$ cat src/rtl/pong_pkg.sv
// Shared constants for the Pong point referee: state encoding, state width and score limits.
package pong_pkg;

  localparam int STATE_W = 3;

  localparam logic [STATE_W-1:0] ST_IDLE       = 3'd0;
  localparam logic [STATE_W-1:0] ST_SERVE_WAIT = 3'd1;
  localparam logic [STATE_W-1:0] ST_PLAY       = 3'd2;
  localparam logic [STATE_W-1:0] ST_SCORED     = 3'd3;
  localparam logic [STATE_W-1:0] ST_GAME_OVER  = 3'd4;

  localparam int SCORE_W           = 3;
  localparam int MAX_DISPLAY_SCORE = 5;

endpackage

$ cat src/rtl/pong_pulse_stretcher.sv
// Loadable down-counter: a load raises o_pulse on the next edge and holds it for PULSE_CYCLES cycles.
module pong_pulse_stretcher #(
  parameter int PULSE_CYCLES = 4
) (
  input  logic clk,
  input  logic rst,
  input  logic i_load,
  output logic o_pulse,
  output logic o_last
);

  localparam int CW = (PULSE_CYCLES > 1) ? $clog2(PULSE_CYCLES) : 1;

  logic [CW-1:0] r_cnt;
  logic          r_pulse;

  // r_cnt counts the remaining high cycles after the current one
  always_ff @(posedge clk or posedge rst) begin
    if (rst) begin
      r_pulse <= 1'b0;
      r_cnt   <= '0;
    end else if (i_load) begin
      r_pulse <= 1'b1;
      r_cnt   <= CW'(PULSE_CYCLES - 1);
    end else if (r_pulse) begin
      if (r_cnt == '0) begin
        r_pulse <= 1'b0;
      end else begin
        r_cnt <= r_cnt - {{(CW-1){1'b0}}, 1'b1};
      end
    end
  end

  assign o_pulse = r_pulse;
  assign o_last  = r_pulse & (r_cnt == '0);

endmodule

$ cat src/rtl/pong_point_referee.sv
// Pong point referee: debounced point pulses, serve sequencing and game-over detection.
// Optional build macro PONG_REFEREE_PAUSE_EN adds a level-sensitive pause input.
module pong_point_referee
  import pong_pkg::*;
#(
  parameter int PULSE_CYCLES = 4,
  parameter int SERVE_FRAMES = 60,
  parameter int WIN_SCORE    = 5
) (
  input  logic               clk,
  input  logic               rst,
  input  logic               start,
  input  logic               frame_tick,
  input  logic               miss_left,
  input  logic               miss_right,
`ifdef PONG_REFEREE_PAUSE_EN
  input  logic               pause,
`endif
  output logic               point_p1,
  output logic               point_p2,
  output logic               score_rst,
  output logic               ball_hold,
  output logic               serve_dir,
  output logic               game_over,
  output logic               winner,
  output logic [SCORE_W-1:0] score_p1,
  output logic [SCORE_W-1:0] score_p2
);

  if (WIN_SCORE < 1 || WIN_SCORE > MAX_DISPLAY_SCORE) begin : g_bad_win_score
    $error("WIN_SCORE must lie in 1..MAX_DISPLAY_SCORE");
  end

  localparam int                 SCW = $clog2(SERVE_FRAMES + 1);
  localparam logic [SCORE_W-1:0] WIN = SCORE_W'(WIN_SCORE);

  logic               w_pause;
  logic               w_load_p1;
  logic               w_load_p2;
  logic               w_last_p1;
  logic               w_last_p2;
  logic               w_both;
  logic               r_miss_l;
  logic               r_miss_r;
  logic [STATE_W-1:0] r_state;
  logic [SCW-1:0]     r_serve_cnt;
  logic               r_score_rst;
  logic               r_ball_hold;
  logic               r_serve_dir;
  logic               r_game_over;
  logic               r_winner;
  logic [SCORE_W-1:0] r_score_p1;
  logic [SCORE_W-1:0] r_score_p2;

`ifdef PONG_REFEREE_PAUSE_EN
  assign w_pause = pause;
`else
  assign w_pause = 1'b0;
`endif

  // Misses are registered only while actively playing; stale samples clear on leaving PLAY
  always_ff @(posedge clk or posedge rst) begin
    if (rst) begin
      r_miss_l <= 1'b0;
      r_miss_r <= 1'b0;
    end else begin
      r_miss_l <= miss_left  & (r_state == ST_PLAY) & ~w_pause;
      r_miss_r <= miss_right & (r_state == ST_PLAY) & ~w_pause;
    end
  end

  assign w_both    = (r_state == ST_PLAY) & ~w_pause & r_miss_l & r_miss_r;
  assign w_load_p1 = (r_state == ST_PLAY) & ~w_pause & r_miss_r & ~r_miss_l;
  assign w_load_p2 = (r_state == ST_PLAY) & ~w_pause & r_miss_l & ~r_miss_r;

  pong_pulse_stretcher #(.PULSE_CYCLES(PULSE_CYCLES)) u_stretch_p1 (
    .clk     (clk),
    .rst     (rst),
    .i_load  (w_load_p1),
    .o_pulse (point_p1),
    .o_last  (w_last_p1)
  );

  pong_pulse_stretcher #(.PULSE_CYCLES(PULSE_CYCLES)) u_stretch_p2 (
    .clk     (clk),
    .rst     (rst),
    .i_load  (w_load_p2),
    .o_pulse (point_p2),
    .o_last  (w_last_p2)
  );

  // Game FSM with all control outputs registered alongside the state
  always_ff @(posedge clk or posedge rst) begin
    if (rst) begin
      r_state     <= ST_IDLE;
      r_serve_cnt <= '0;
      r_score_rst <= 1'b0;
      r_ball_hold <= 1'b1;
      r_serve_dir <= 1'b0;
      r_game_over <= 1'b0;
      r_winner    <= 1'b0;
      r_score_p1  <= '0;
      r_score_p2  <= '0;
    end else begin
      r_score_rst <= 1'b0;
      case (r_state)
        ST_IDLE, ST_GAME_OVER: begin
          r_ball_hold <= 1'b1;
          if (start) begin
            r_state     <= ST_SERVE_WAIT;
            r_score_rst <= 1'b1;
            r_score_p1  <= '0;
            r_score_p2  <= '0;
            r_game_over <= 1'b0;
            r_serve_cnt <= '0;
          end
        end
        ST_SERVE_WAIT: begin
          if (frame_tick && !w_pause) begin
            if (r_serve_cnt == SCW'(SERVE_FRAMES - 1)) begin
              r_state     <= ST_PLAY;
              r_ball_hold <= 1'b0;
              r_serve_cnt <= '0;
            end else begin
              r_serve_cnt <= r_serve_cnt + {{(SCW-1){1'b0}}, 1'b1};
            end
          end
        end
        ST_PLAY: begin
          r_ball_hold <= w_pause;
          if (w_both) begin
            r_state     <= ST_SERVE_WAIT;
            r_ball_hold <= 1'b1;
            r_serve_cnt <= '0;
          end else if (w_load_p1) begin
            r_state     <= ST_SCORED;
            r_ball_hold <= 1'b1;
            r_score_p1  <= r_score_p1 + 3'd1;
            r_serve_dir <= 1'b0;
          end else if (w_load_p2) begin
            r_state     <= ST_SCORED;
            r_ball_hold <= 1'b1;
            r_score_p2  <= r_score_p2 + 3'd1;
            r_serve_dir <= 1'b1;
          end
        end
        ST_SCORED: begin
          // Leave only as the pulse falls, so a new point can never merge with this one
          if (w_last_p1 || w_last_p2) begin
            r_serve_cnt <= '0;
            if (w_last_p1 && r_score_p1 == WIN) begin
              r_state     <= ST_GAME_OVER;
              r_game_over <= 1'b1;
              r_winner    <= 1'b0;
            end else if (w_last_p2 && r_score_p2 == WIN) begin
              r_state     <= ST_GAME_OVER;
              r_game_over <= 1'b1;
              r_winner    <= 1'b1;
            end else begin
              r_state <= ST_SERVE_WAIT;
            end
          end
        end
        default: begin
          r_state     <= ST_IDLE;
          r_ball_hold <= 1'b1;
        end
      endcase
    end
  end

  assign score_rst = r_score_rst;
  assign ball_hold = r_ball_hold;
  assign serve_dir = r_serve_dir;
  assign game_over = r_game_over;
  assign winner    = r_winner;
  assign score_p1  = r_score_p1;
  assign score_p2  = r_score_p2;

endmodule
$ cat config.mk
export PLATFORM = sky130hd
export DESIGN_NAME = pong_point_referee
export DESIGN_NICKNAME = d
export VERILOG_FILES = /design/src/rtl/pong_pkg.sv /design/src/rtl/pong_pulse_stretcher.sv /design/src/rtl/pong_point_referee.sv
export SDC_FILE = /design/constraint.sdc
export NUM_CORES = 1
export LEC_CHECK = 0
export BUFFER_PORTS_ARGS = -buffer_cell sky130_fd_sc_hd__buf_4
export CAP_MARGIN = 20
export CORE_MARGIN = 3
export CORE_UTILIZATION = 50
export CTS_CLUSTER_DIAMETER = 80
export DETAILED_ROUTE_END_ITERATION = 8
export PLACE_DENSITY = 0.77
export SLEW_MARGIN = 0
export SYNTH_ARGS = -nofsm -noshare
export SYNTH_HDL_FRONTEND = slang
export SYNTH_SLANG_ARGS = --single-unit
$ cat constraint.sdc
create_clock -name clk -period 2.2 [get_ports clk]
set_input_delay 0 -clock clk [delete_from_list [all_inputs] [get_ports clk]]
set_output_delay 0 -clock clk [all_outputs]
set_load 0.01 [all_outputs]
==> results.rst <==
.. list-table::
   :header-rows: 1

   * - Metric
     - Value
   * - Status
     - completed
   * - Worst-margin pin slew
     - 389 ps
   * - Switching part of the total
     - 0.272
   * - Data required time of the worst path
     - between 2000 and 2500 ps
   * - Post-synthesis sequential area ratio
     - 0.477
   * - Category of the worst setup path launch point
     - flip-flop
   * - CTS tree
     - built
   * - Internal power summed over all cells
     - between 0.0008 and 0.0009 W
   * - Gpl congestion
     - roughly 0.83
   * - Number of library cell types mapped by synthesis
     - 45
   * - Post-synth design cell area
     - roughly 1500 sq um
   * - Dominant register cell in the synthesized netlist
     - sky130_fd_sc_hd__dfrtp_1
   * - Comb pwr share
     - 0.189
   * - Lkg Pwr
     - 0.841 nW
   * - Placement Rows
     - 19
   * - Filler cell count
     - approximately 230
   * - Remaining number of nets flagged by the antenna check after routing
     - 0
   * - Number of antenna violations at the first check in global routing
     - 0
   * - Synth area leader
     - sky130_fd_sc_hd__dfrtp_1
   * - Cell Count, Final, Fillers Out
     - 198
   * - Via count
     - roughly 1,200
   * - Post-layout util
     - 0.615
   * - Headroom to the max-slew limit
     - 0.740
   * - Number of instances in the synthesized netlist
     - 144
   * - Cell Area, Placed
     - ~1600 sq um
   * - Sort of element at the end of the critical path
     - flip-flop
   * - Die height
     - about 60 microns
   * - Total Routing Usage GR
     - 0.191
   * - Routed via count divided by cell count
     - 5.89
   * - Share of synthesized registers carrying an async set or reset
     - 1.00
   * - Warning count from the yosys run
     - 0
   * - Number of top-level design ports
     - 19
   * - Unrepaired setup endpoints after global routing
     - no
   * - Multi-input gate area in the final layout
     - approximately 690 sq um
   * - Source-to-sink clock delay at the later pin of the worst-skew pair
     - 330 ps
   * - Register bit count reported by yosys
     - 28
   * - Maximum root-to-sink buffer count
     - 2
   * - Number of max-slew violations in the final report
     - 0
   * - Net count, final
     - 181
   * - HPWL reported at the end of detailed placement
     - 2180 microns
   * - Number of gates resized after cts
     - 0
   * - Data arrival time of the worst path
     - roughly 2100 ps
   * - Total placed cells including tap cells
     - about 190
   * - Finished layout cell area
     - roughly 1700 sq um
   * - Total wire length after detailed routing
     - approximately 3000 microns
   * - Remaining DRCs
     - 0
   * - H-tree depth reported by CTS
     - 1
   * - Largest driver fanout on the critical path
     - 12
   * - Pre-Repair DR Iteration Count
     - 4
   * - Antenna Diode Count
     - 0
   * - Core Region
     - between 2000 and 3000 sq um
   * - Net count of the mapped netlist
     - between 150 and 200
   * - Proportion of power drawn by flip-flops and latches
     - 0.527
   * - Wire length of the first global-routing pass
     - just over 5000 microns
   * - Number of cell instances on the worst register-to-register path
     - 4
   * - Sink Count
     - 28
   * - Count of input and output buffers
     - 18
   * - Number of hold-slack violations in the final timing report
     - 0
   * - Final critical-path required period
     - 1840 ps
   * - Share of total power in the clock network
     - 0.284
   * - Peak clock frequency supported by timing
     - 0.542 GHz
   * - Min-Delay Path Depth
     - 3
   * - Synth top area share
     - 0.459
   * - Starting density of the core
     - 0.529
   * - Post-synth EDFFs
     - 0
   * - Class of the tightest hold or removal check
     - input pin to flip-flop
   * - Gr ovfl total
     - 0
   * - Root Buffer
     - sky130_fd_sc_hd__clkbuf_4
   * - Setup total negative slack
     - 0 ps
   * - Die Area
     - 3630 sq um
   * - Area contributors post-synth
     - sky130_fd_sc_hd__dfrtp_1 46%, sky130_fd_sc_hd__ha_1 6.0%, sky130_fd_sc_hd__inv_1 3.8%, sky130_fd_sc_hd__nand2_1 2.8%, sky130_fd_sc_hd__o211ai_1 2.6%
   * - Routed wire length per instance
     - 15.2 microns
   * - Final setup vio count
     - 0
   * - Number of buffers created by CTS
     - 3
   * - Class of the most critical setup path
     - flip-flop to flip-flop
   * - Sequential cell area in the final layout
     - 702 sq um
   * - Layout cell share with drive strength beyond 1
     - 0.180
   * - Power dissipated by switching net loads
     - 0.000326 W
   * - Top cell types by occurrence after synthesis
     - 27 x sky130_fd_sc_hd__dfrtp_1, 15 x sky130_fd_sc_hd__inv_1, 11 x sky130_fd_sc_hd__nand2_1, 9 x sky130_fd_sc_hd__nor2_1
   * - Die Width
     - roughly 60 microns
   * - Vias in the first global route
     - 1,158
   * - Average instance area after synthesis
     - about 10 sq um
   * - Final worst path period share
     - 0.838
   * - Max rail drop VDD
     - around 0.75 mV
   * - Post-Route Skew
     - about 1.3 ps
   * - Max-capacitance violation count
     - 0
   * - Starting DRC count in detailed routing
     - 42
   * - CTS clock-pin slew for the worst setup and hold paths
     - roughly 150 ps
   * - Area growth from synthesis to layout
     - 16.3%
   * - Power per cell area
     - approximately 700 nW/um^2
   * - Dominant cell by count in the synthesized netlist
     - sky130_fd_sc_hd__dfrtp_1
   * - Maximum number of pins on one net before global-route repair
     - 29
==> layout make-up <==
| type | count | share of cell area |
|---|---|---|
| clock buffer | 3 | 0.0132 |
| inverter | 15 | 0.0329 |
| clock inverter | 1 | 0.0175 |
| multi-input combinational | 98 | 0.403 |
| sequential | 28 | 0.410 |
| timing repair buffer | 22 | 0.101 |
| tap | 31 | 0.0227 |
==> power groups by stage <==
stage	Combinational, W	Sequential (W)	Clock [W]
detailed placement	0.000221	0.000639	0
global route	0.000260	0.000638	0.000368
CTS	0.000227	0.000629	0.000350
floorplan	0.000164	0.000627	0
finish	0.000226	0.000630	0.000340
global placement	0.000213	0.000636	0
==> flip-flops by register name (all words and copies together), names as in the netlist <==
signal / count
winner: 1
score_rst: 1
u_stretch_p1.o_pulse: 1
r_serve_cnt: 6
ball_hold: 1
u_stretch_p2.o_pulse: 1
score_p2: 3
u_stretch_p1.r_cnt: 2
u_stretch_p2.r_cnt: 2
r_miss_l: 1
game_over: 1
r_miss_r: 1
serve_dir: 1
r_state: 3
score_p1: 3
==> through the flow <==
step / power, W / setup slack, ps / hold slack (ps)
3_5_place_dp: 0.000860 / 394 / 94.2
4_1_cts: 0.00121 / 373 / 62.4
2_1_floorplan: 0.000791 / 619 / 64.7
6_report: 0.00120 / 356 / 72.1
5_1_grt: 0.00127 / 278 / 65.2
3_3_place_gp: 0.000849 / 464 / 90.9
==> final timing paths <==
check | startpoint | end | slack [ps]
hold reg to reg | ball_hold$_DFFE_PP1P_ | ball_hold$_DFFE_PP1P_ | 520
setup reg to reg | r_state[1]$_DFFE_PP0P_ | r_serve_cnt[1]$_DFFE_PP0P_ | 360
max in group asynchronous | rst | ball_hold$_DFFE_PP1P_ | 1640
min in group asynchronous | rst | r_serve_cnt[2]$_DFFE_PP0P_ | 260
setup / recovery | r_state[1]$_DFFE_PP0P_ | r_serve_cnt[1]$_DFFE_PP0P_ | 360
hold / removal | start | r_state[2]$_DFFE_PP0P_ | 70
==> worst max-delay path: stages (launching register included) <==
cell and delay, ps:
sky130_fd_sc_hd__dfrtp_1 550, sky130_fd_sc_hd__o21a_1 280, sky130_fd_sc_hd__a311oi_4 380, sky130_fd_sc_hd__and2_4 240, sky130_fd_sc_hd__mux2_4 300
==> per-layer routing <==
layer	vias to the layer above	global-route usage	part of all wire
met5	-	0	0
met4	0	0.0570	0.0090
met3	4	0.0605	0.055
met2	29	0.310	0.50
met1	576	0.241	0.43
li1	557	-	-
==> logic make-up (layout without fill, tap and decap cells) <==
family	Yosys count	count (layout)	synth area share
AOI/OAI and AO/OA	35	35	0.181
xor gates and xnor gates	3	3	0.0179
adders and majority gates	7	7	0.0595
buffers and inverters	18	41	0.0544
DFF	28	28	0.477
muxes	2	2	0.0170
and+or+nand+nor	51	51	0.193
==> layout by cell type, fill, tap and decap left out, types with 2 or more instances in the layout <==
cell type / instances
sky130_fd_sc_hd__nand3b_1: 2
sky130_fd_sc_hd__o31ai_1: 2
sky130_fd_sc_hd__nor3_1: 2
sky130_fd_sc_hd__nand2_1: 11
sky130_fd_sc_hd__nand2b_1: 4
sky130_fd_sc_hd__o22ai_1: 3
sky130_fd_sc_hd__clkbuf_4: 3
sky130_fd_sc_hd__inv_1: 15
sky130_fd_sc_hd__a21o_1: 2
sky130_fd_sc_hd__nand3_1: 7
sky130_fd_sc_hd__nor2_1: 9
sky130_fd_sc_hd__o22a_1: 2
sky130_fd_sc_hd__o21ai_0: 4
sky130_fd_sc_hd__buf_4: 19
sky130_fd_sc_hd__nand4_1: 2
sky130_fd_sc_hd__nor2b_1: 2
sky130_fd_sc_hd__ha_1: 7
sky130_fd_sc_hd__and3_1: 3
sky130_fd_sc_hd__dfrtp_1: 27
sky130_fd_sc_hd__a21oi_1: 6
sky130_fd_sc_hd__and2_1: 2
sky130_fd_sc_hd__o211ai_1: 5
sky130_fd_sc_hd__a32o_1: 2
sky130_fd_sc_hd__dlygate4sd3_1: 3
sky130_fd_sc_hd__xnor2_1: 2
==> what timing repair did <==
action / CTS / global route
setup buffers: 0 / 0
hold buffers: 3 / 0
endpoints found under the hold margin: 29 / 0
Note: power is estimated with default switching activity, not from simulation.
